==> src/rtl/alu_arbiter.sv <==
// alu_arbiter: shares one ALU between two requesters through valid/ready handshakes.
// A granted request launches its operands onto registered ALU inputs, the ALU settles
// for one cycle, and the captured result/flags are returned tagged with the requester id.
// Optional build macro ALU_ARB_RR_EN: round-robin arbitration between the requesters.
// Without it, req0 has fixed priority over req1.
module alu_arbiter #(
    parameter int WIDTH = 16,
    parameter int OPW   = 3
) (
    input  logic             clk,
    input  logic             reset,
    input  logic             req0_valid,
    output logic             req0_ready,
    input  logic [WIDTH-1:0] req0_a,
    input  logic [WIDTH-1:0] req0_b,
    input  logic [OPW-1:0]   req0_op,
    input  logic             req0_sub,
    input  logic             req1_valid,
    output logic             req1_ready,
    input  logic [WIDTH-1:0] req1_a,
    input  logic [WIDTH-1:0] req1_b,
    input  logic [OPW-1:0]   req1_op,
    input  logic             req1_sub,
    output logic [WIDTH-1:0] alu_a,
    output logic [WIDTH-1:0] alu_b,
    output logic [OPW-1:0]   alu_op_select,
    output logic             alu_sub,
    input  logic [WIDTH-1:0] alu_result,
    input  logic             alu_cout,
    input  logic             alu_overflow,
    input  logic             alu_NO,
    input  logic             alu_ZO,
    output logic             rsp_valid,
    input  logic             rsp_ready,
    output logic             rsp_id,
    output logic [WIDTH-1:0] rsp_result,
    output logic [3:0]       rsp_flags,
    output logic             busy
);
    typedef enum logic [1:0] {
        S_IDLE = 2'd0,
        S_EXEC = 2'd1,
        S_RESP = 2'd2
    } state_t;

    state_t           r_state;
    state_t           w_state_nxt;
    logic             w_any_valid;
    logic             w_win;
    logic             w_accept;
    logic [WIDTH-1:0] r_alu_a;
    logic [WIDTH-1:0] r_alu_b;
    logic [OPW-1:0]   r_alu_op;
    logic             r_alu_sub;
    logic             r_rsp_id;
    logic [WIDTH-1:0] r_rsp_result;
    logic [3:0]       r_rsp_flags;

    assign w_any_valid = req0_valid | req1_valid;

`ifdef ALU_ARB_RR_EN
    logic r_last_grant;

    // On contention pick the requester that did not win last time; a sole requester always wins
    always_comb begin
        w_win = req1_valid;
        if (req0_valid && req1_valid) begin
            w_win = ~r_last_grant;
        end
    end

    // Remember the latest winner; starting at 1 lets req0 take the first contention
    always_ff @(posedge clk) begin
        if (!reset) begin
            r_last_grant <= 1'b1;
        end else if (w_accept) begin
            r_last_grant <= w_win;
        end
    end
`else
    // Fixed priority: req1 is granted only when req0 is not asking
    always_comb begin
        w_win = ~req0_valid & req1_valid;
    end
`endif

    // State register
    always_ff @(posedge clk) begin
        if (!reset) begin
            r_state <= S_IDLE;
        end else begin
            r_state <= w_state_nxt;
        end
    end

    // Next-state decode plus the grant strobes and response/busy indications
    always_comb begin
        w_state_nxt = r_state;
        w_accept    = 1'b0;
        req0_ready  = 1'b0;
        req1_ready  = 1'b0;
        rsp_valid   = 1'b0;
        busy        = 1'b1;
        case (r_state)
            S_IDLE: begin
                busy = 1'b0;
                if (reset && w_any_valid) begin
                    w_accept    = 1'b1;
                    req0_ready  = ~w_win;
                    req1_ready  = w_win;
                    w_state_nxt = S_EXEC;
                end
            end
            S_EXEC: begin
                w_state_nxt = S_RESP;
            end
            S_RESP: begin
                rsp_valid = 1'b1;
                if (rsp_ready) begin
                    w_state_nxt = S_IDLE;
                end
            end
            default: begin
                w_state_nxt = S_IDLE;
            end
        endcase
    end

    // Launch the winner's operands onto the ALU; they persist until the next grant
    always_ff @(posedge clk) begin
        if (!reset) begin
            r_alu_a   <= '0;
            r_alu_b   <= '0;
            r_alu_op  <= '0;
            r_alu_sub <= 1'b0;
            r_rsp_id  <= 1'b0;
        end else if (w_accept) begin
            r_alu_a   <= w_win ? req1_a   : req0_a;
            r_alu_b   <= w_win ? req1_b   : req0_b;
            r_alu_op  <= w_win ? req1_op  : req0_op;
            r_alu_sub <= w_win ? req1_sub : req0_sub;
            r_rsp_id  <= w_win;
        end
    end

    // Capture the settled ALU outputs at the end of EXEC and hold them through RESP
    always_ff @(posedge clk) begin
        if (!reset) begin
            r_rsp_result <= '0;
            r_rsp_flags  <= 4'b0000;
        end else if (r_state == S_EXEC) begin
            r_rsp_result <= alu_result;
            r_rsp_flags  <= {alu_cout, alu_overflow, alu_NO, alu_ZO};
        end
    end

    assign alu_a         = r_alu_a;
    assign alu_b         = r_alu_b;
    assign alu_op_select = r_alu_op;
    assign alu_sub       = r_alu_sub;
    assign rsp_id        = r_rsp_id;
    assign rsp_result    = r_rsp_result;
    assign rsp_flags     = r_rsp_flags;

endmodule

==> config.mk <==
export PLATFORM = sky130hd
export DESIGN_NAME = alu_arbiter
export DESIGN_NICKNAME = d
export VERILOG_FILES = /design/src/rtl/alu_arbiter.sv
export SDC_FILE = /design/constraint.sdc
export NUM_CORES = 1
export LEC_CHECK = 0
export CORE_MARGIN = 2
export CORE_UTILIZATION = 40
export CTS_CLUSTER_DIAMETER = 60
export CTS_CLUSTER_SIZE = 10
export DETAILED_ROUTE_END_ITERATION = 10
export PLACE_DENSITY = 0.83
export SLEW_MARGIN = 5
export SYNTH_ARGS = -nofsm -noshare
export SYNTH_HDL_FRONTEND = slang
export SYNTH_SLANG_ARGS = --single-unit
==> constraint.sdc <==
create_clock -name clk -period 4.1 [get_ports clk]
set_input_delay 1.23 -clock clk [delete_from_list [all_inputs] [get_ports clk]]
set_output_delay 1.23 -clock clk [all_outputs]
set_load 0.05 [all_outputs]
## Word-level counts from Yosys, hierarchy flattened

Index checks and enable logic that the tools add are counted.

| word-level totals | value |
|---|---|
| memory bits (writable) | 0 |
| output and inout bits | 61 |
| bits in read-only memories | 0 |
| flip-flop bits (word level) | 59 |
| word-level logic and storage cells | 34 |
| bits in latches | 0 |
| memories | 0 |
| bits of input ports | 97 |

| cells by class | value |
|---|---|
| $lt $le $gt $ge | 0 |
| multiplexer cells | 15 |
| add/subtract/negate cells | 0 |
| eq/ne operators | 4 |
| divide/modulo/power cells | 0 |
| $mul | 0 |
| bitwise operators | 4 |
| shift-type cells | 0 |
| reduce and logical (&&, ||, !) cells | 3 |

Operator list:

| cell | number |
|---|---|
| 2-to-1 mux 16 bit | 2 |
| 2-to-1 mux 1 bit | 9 |
| one-hot mux 2 bit (3 select lines) | 1 |
| 2-to-1 mux 2 bit | 2 |
| inequality test 2 bit, second input constant | 2 |
| 2-to-1 mux 3 bit | 1 |
| equality test 2 x 1 -> 1 bit, second input constant | 1 |
| equality test 2 bit, second input constant | 1 |
| zero test 2 bit | 1 |
| NOT 1 bit | 2 |
| AND reduction 2 bit | 1 |
| bitwise AND 1 bit | 1 |
| logical AND 1 bit | 1 |
| bitwise OR 1 bit | 1 |

## Logic depth before layout (Yosys ltp)

Gate-level depths: netlist of the first run.

| depth | value |
|---|---|
| depth in word-level cells | 5 |
| mapped depth | 5 |

## Worst setup path after synthesis of the first run

OpenSTA, ideal clock, no wires.

| path | value |
|---|---|
| kind | in2out |
| start point | input reset |
| end point | output req1_ready |
| required time | 2,870 ps |
| cell stages on the path | 4 |
| buffers on the path | 2 |
| data arrival time | 2,526 ps |
| setup slack | 344 ps |
| cell sequence | or3b_1 > buf_6 > buf_6 > nor2_1 |

| between the ends | value |
|---|---|
| word-level cells in the longest chain between the ends | 3 |

Ends and longest elaborated chain:

| element | line | text |
|---|---|---|
| start: declaration | 11 | `input logic reset,` |
| logical AND 1 bit | 107 | `if (reset && w_any_valid) begin` |
| 2-to-1 mux 1 bit | 107 |  |
| 2-to-1 mux 1 bit | 104 | `case (r_state)` |
| end: declaration | 19 | `output logic req1_ready,` |

No other way between the ends.

## Final worst setup path of the first run

| path | value |
|---|---|
| start point | input req0_valid |
| end point | output req1_ready |

| between the ends | value |
|---|---|
| word-level cells in the longest chain between the ends | 4 |

Ends and longest elaborated chain:

| element | line | text |
|---|---|---|
| start: declaration | 12 | `input logic req0_valid,` |
| bitwise OR 1 bit or NOT 1 bit (tied branches) | 59, 83 |  |
| logical AND 1 bit or bitwise AND 1 bit (tied branches) | 107, 83 |  |
| 2-to-1 mux 1 bit * | 107 |  |
| 2-to-1 mux 1 bit * | 104 |  |

Every way passes the cells marked *; elsewhere a longest branch is shown, timed or not.

==> impl_results.md, run 1 <==
- CTS Root Cell: clkbuf_8
- Area Growth Syn to Fin: 68.1%
- Pwr Density: 397 nW/um^2
- Comb power frac: 32.7%
- Area of the core: 6350 sq um
- DRT Pass-1 Iters: 4
- Async SR Flop Fraction: 0%
- Total global-route track usage: 21.7%
- IR drop worst, VDD: 0.263 mV
- Final nets: 516
- Post-synth EDFFs: 0
- # Post-CTS Setup Buffers: 0
- Proportion of layout cells with a drive suffix above 1: 13.4%
- Sink Count: 59
- Mapped Avg Cell Area: 9.78 sq um
- Max clock buf depth: 2
- Grt ovf: 0
- Antenna Cells: 0
- Final Cycle Share: 86.9%
- Drc violations: 0
- Top_reg_cell synth: dfxtp_1
- TritonCTS clock tree: built
- First-pass GRT wire length: 12300 um
- Leak: 1.77 nW
- Initial antenna violation count: 0
- Reg clk slew, reported paths: 0.06 ns
- Drt first-iter violations: 51
- Routed via count: 2513
- # fillers: 482
- Clk_skew: 0.00819 ns
- Die H: 85.1 um
- Internal power: 1.16 mW
- Hold buffer count at cts: 0
- WL/cell: 15.4 um
- Rel. slew slack: 50.6%
- Vias per inst: 5.02
- Crit path DAT: 2.33 ns
- Clk pwr share: 29.4%
- Actual slew at the worst max-slew pin: 0.741 ns
- Crit-path max FO: 5
- Tightest Hold Check Type: register to register
- Die Wd: 85.1 um
- RePlAce Congestion: 0.762
- RSZ-0062 raised after global routing: no
- Sw Pwr: 0.598 mW
- Syn nets: 366
- Crit path time final: 3.56 ns
- H-tree levels: 3
- Starting Density: 41.4%
- Yosys warns: 0
- Cell row count: 29
- PortBufs: 157
- Largest net degree at the start of global routing: 38
- Fin. Hold Viols: 0
- IO Count: 158
- Fmax: 0.281 GHz
- Routed WL: 7700 um
- Crit. End Element: output pin
- Worst-Skew Late Latency: 0.33 ns
- Dpl cell area: 4230 sq um
- CP Launch Type: input port
- Final Cell Area: 4420 sq um
- Max Cap Viol: 0
- Post-synthesis cell area: 2630 sq um
- Num CTS Buffers: 9
- Register area share after synthesis: 44.9%
- Post-DRT Antenna Nets: 0
- Synth cell types: 22
- Endpoints failing setup: 0
- Final core utilization: 69.6%
- Status: finished clean
- #FFs+latches synth: 59
- Final TNS setup: 0 ns
- Slew Limit Fails: 0
- Vias in the first global route: 2522
- Post-Synthesis Cells: 269
- Post_cts resized: 0
- Worst path required time: 2.87 ns
- Sw frac: 34.1%
- Tot Pwr: 1.76 mW
- Seq pwr share: 37.9%
- Die ar.: 7240 sq um
- Worst setup path class: input port to output pin
- Dpl hpwl: 5610 um
## final cells by class
type	instances	area, sq um	area share (%)
clock buffer	11	141	3.20
clock inverter	5	52.6	1.19
inverter	3	11.3	0.255
multi-input combinational	183	1310	29.6
sequential	59	1180	26.7
tap	77	96.3	2.18
timing repair buffer	163	1630	36.9
## registers in the layout, summed over array words and instances, names as in the netlist
name and count:
alu_a 16, alu_b 16, rsp_result 16, rsp_flags 4, alu_op_select 3, r_state 2
alu_sub 1, rsp_id 1
## worst paths after layout
path,startpoint,to,slack (ns),cells after the start
max,req0_valid,req1_ready,0.54,4
max reg2reg,r_state[1],alu_b[13],2.43,4
min reg2reg,rsp_result[12],rsp_result[12],0.45,2
min,rsp_result[12],rsp_result[12],0.45,2
## metal layers
layer | part of all wire [%] | GRT usage [%]
met1 | 41 | 25.6
met2 | 50 | 36.2
met3 | 9.1 | 8.66
met4 | 0.73 | 6.49
met5 | 0 | 0
## cell usage in the layout, fill, tap and decap left out, types with 2 or more instances in the layout
master,count
nand2_1,40
clkdlybuf4s50_1,154
dfxtp_1,59
nor2b_1,2
nand2b_1,2
nor2_1,2
inv_1,3
buf_12,2
clkinv_2,3
o21ai_1,29
a21oi_1,22
o211ai_2,29
clkbuf_8,10
buf_4,6
mux2i_1,36
o21ai_0,7
o211ai_1,7
## per-stage QoR
| step | instances | hold WS, ns | worst slack (ns) |
|---|---|---|---|
| floorplan | 269 | 0.601 | 0.344 |
| global placement | 485 | 0.442 | 0.537 |
| detailed placement | 485 | 0.446 | 0.520 |
| CTS | 501 | 0.455 | 0.520 |
| global route | 501 | 0.482 | 0.487 |
| finish | 501 | 0.453 | 0.537 |
## cells in the mapped netlist, types with 3 or more instances
| library cell | number | area share (%) |
|---|---|---|
| a21oi_1 | 22 | 4.2 |
| buf_2 | 5 | 0.95 |
| buf_4 | 4 | 1.1 |
| buf_6 | 4 | 1.7 |
| clkbuf_1 | 10 | 1.4 |
| dfxtp_1 | 59 | 45 |
| inv_1 | 3 | 0.43 |
| mux2i_1 | 36 | 14 |
| nand2_1 | 40 | 5.7 |
| nand2b_1 | 3 | 0.71 |
| o211ai_1 | 7 | 2.0 |
| o211ai_2 | 29 | 14 |
| o21ai_0 | 7 | 1.3 |
| o21ai_1 | 30 | 5.7 |
## power by group through the flow
| stage | Clock [mW] | Sequential (mW) | Combinational [mW] |
|---|---|---|---|
| after floorplan | 0 | 0.864 | 0.155 |
| after global placement | 0 | 0.675 | 0.571 |
| after detailed placement | 0 | 0.679 | 0.577 |
| after CTS | 0.529 | 0.667 | 0.579 |
| after global routing | 0.555 | 0.671 | 0.606 |
| final | 0.515 | 0.666 | 0.574 |
## kinds of logic (layout without fill, tap and decap cells)
family          count (synthesis)  after routing  share of synthesized area (%)
compound gates                 96             96                           27.3
buf+inv                        27            182                           5.80
flops                          59             59                           44.9
mux                            36             36                           13.7
simple gates                   51             51                           8.28
## critical path, cell delays in order
cell and delay [ns]:
clkdlybuf4s50_1 0.51, nand2b_2 0.24, nor2_1 0.18, buf_12 0.17
Note: power is estimated with default switching activity, not from simulation.
==> run 2, diff against run 1 <==
CORE_MARGIN = 5   (was 2)
PLACE_DENSITY = 0.85   (was 0.83)
RECOVER_POWER = 25   (was unset)
==> impl_results.md, run 2 (same netlist as run 1, synthesis figures left out) <==
- Sw Pwr: 0.595 mW (-0.59%)
- Area of the core: 6390 sq um (+0.57%)
- Status: finished, violations left
- Commonest non-fill, non-tap cell in the layout: clkdlybuf4s50_1
- Vias in the first global route: 2671 (+5.9%)
- Internal power: 1.09 mW (-5.5%)
- Hold Path Stages: 2 (unchanged)
- Fin. Hold Viols: 0 (unchanged)
- Tightest Hold Check Type: register to register
- Reg2reg start: r_state[1]
- Post-Layout Cell Count: 501 (unchanged)
- TritonCTS clock tree: built
- WL/cell: 16.1 um (+4.7%)
- Vias per inst: 5.12 (+2.0%)
- Crit path time final: 3.59 ns (+0.0222 ns)
- IR drop worst, VDD: 0.241 mV (-8.5%)
- Area Growth Syn to Fin: 67.4%
- R2R depth: 4 (unchanged)
- # fillers: 515 (+6.8%)
- Pwr Density: 384 nW/um^2 (-3.4%)
- Most frequent cells in the layout: clkdlybuf4s50_1 (147), dfxtp_1 (59), nand2_1 (40)
- Routed via count: 2563 (+2.0%)
- Failing checks: capacitance limit, slew limit
- Fmax: 0.279 GHz (-0.62%)
- Crit. End Element: output pin
- Comb power frac: 34.0% (+1.3 points)
- Leak: 1.78 nW (+0.52%)
- Rel. slew slack: -6.27% (-57 points)
- Worst-Skew Late Latency: 0.32 ns (about the same)
- CP startpoint: req0_valid
- Hold Path Origin: rsp_result[15]
- Final core utilization: 68.9% (-0.69 points)
- Final nets: 516 (unchanged)
- Drc violations: 0 (unchanged)
- Reg clk slew, reported paths: 0.07 ns (about the same)
- CTS Root Cell: clkbuf_8
- Die ar.: 8300 sq um (+15%)
- Pre-CTS setup slack: 0.509 ns (-0.0113 ns)
- Die H: 91.1 um (+7.1%)
- Actual slew at the worst max-slew pin: 1.59 ns (+0.853 ns)
- Final TNS setup: 0 ns (unchanged)
- Max Cap Viol: 1 (+1)
- First-pass GRT wire length: 13200 um (+7.0%)
- Hold buffer count at cts: 0 (unchanged)
- Max clock buf depth: 2 (unchanged)
- Routed WL: 8070 um (+4.7%)
- Sw frac: 35.2% (+1.1 points)
- Dpl hpwl: 6030 um (+7.5%)
- Antenna Cells: 0 (unchanged)
- # Post-CTS Setup Buffers: 0 (unchanged)
- PortBufs: 157 (unchanged)
- DRT Pass-1 Iters: 4 (unchanged)
- Hold slack: 0.455 ns (+0.00154 ns)
- Drt first-iter violations: 40 (-22%)
- Slew Limit Fails: 38 (+38)
- H-tree levels: 3 (unchanged)
- Sink Count: 59 (unchanged)
- Grt ovf: 0 (unchanged)
- Crit-path max FO: 5 (unchanged)
- Endpoints failing setup: 0 (unchanged)
- Inst Count DP: 485 (unchanged)
- Cell row count: 29 (unchanged)
- Worst path required time: 2.87 ns (about the same)
- Post_cts resized: 0 (unchanged)
- RSZ-0062 raised after global routing: no
- RePlAce Congestion: 0.755 (-0.85%)
- Starting Density: 41.2% (-0.24 points)
- Seq pwr share: 39.4% (+1.5 points)
- Initial antenna violation count: 0 (unchanged)
- Largest net degree at the start of global routing: 38 (unchanged)
- CP Launch Type: input port
- Crit path DAT: 2.36 ns (+0.03 ns)
- Num CTS Buffers: 9 (unchanged)
- Die Wd: 91.1 um (+7.1%)
- Clk_skew: 0.0121 ns (+0.00386 ns)
- Worst setup path class: input port to output pin
- Post-DRT Antenna Nets: 0 (unchanged)
- Final Cycle Share: 87.4% (+0.54 points)
- IO Count: 158 (unchanged)
- Total global-route track usage: 19.3% (-2.3 points)
- Proportion of layout cells with a drive suffix above 1: 13.0% (-0.47 points)
- Clk pwr share: 26.6% (-2.8 points)
- Final worst slack: 0.515 ns (-0.0222 ns)
run 2: final cells by class:
| cell class | count | area [sq um] | area share [%] |
|---|---|---|---|
| clock buffer | 11 | 141 | 3.21 |
| clock inverter | 5 | 28.8 | 0.654 |
| inverter | 3 | 11.3 | 0.256 |
| multi-input combinational | 183 | 1310 | 29.7 |
| sequential | 59 | 1180 | 26.8 |
| tap | 77 | 96.3 | 2.19 |
| timing repair buffer | 163 | 1640 | 37.2 |
run 2: metal layers:
layer | wire [um] | global-route usage, %
met3 | 813 | 8.35
met2 | 3960 | 33.4
met1 | 3240 | 21.9
met5 | 0 | 0
met4 | 54 | 4.65
run 2: worst paths after layout:
check              endpoint  slack [ns]
max              req1_ready        0.51
min          rsp_result[15]        0.46
max reg2reg       alu_b[12]        1.90
min reg2reg  rsp_result[15]        0.46
run 2: per-stage QoR:
stage	power, mW	cell area [sq um]
2_1_floorplan	1.02	2630
3_3_place_gp	1.25	4240
3_5_place_dp	1.26	4240
4_1_cts	1.71	4410
5_1_grt	1.77	4400
6_report	1.69	4400
run 2: critical path: stages:
cell,delay (ns)
clkdlybuf4s50_1,0.53
nand2b_2,0.25
nor2_1,0.17
buf_12,0.17
run 2: power by group through the flow:
stage / sequential (mW) / combinational, mW / clock (mW)
floorplan: 0.864 / 0.155 / 0
global placement: 0.674 / 0.575 / 0
detailed placement: 0.678 / 0.581 / 0
CTS: 0.665 / 0.583 / 0.466
global route: 0.672 / 0.606 / 0.495
finish: 0.665 / 0.574 / 0.450
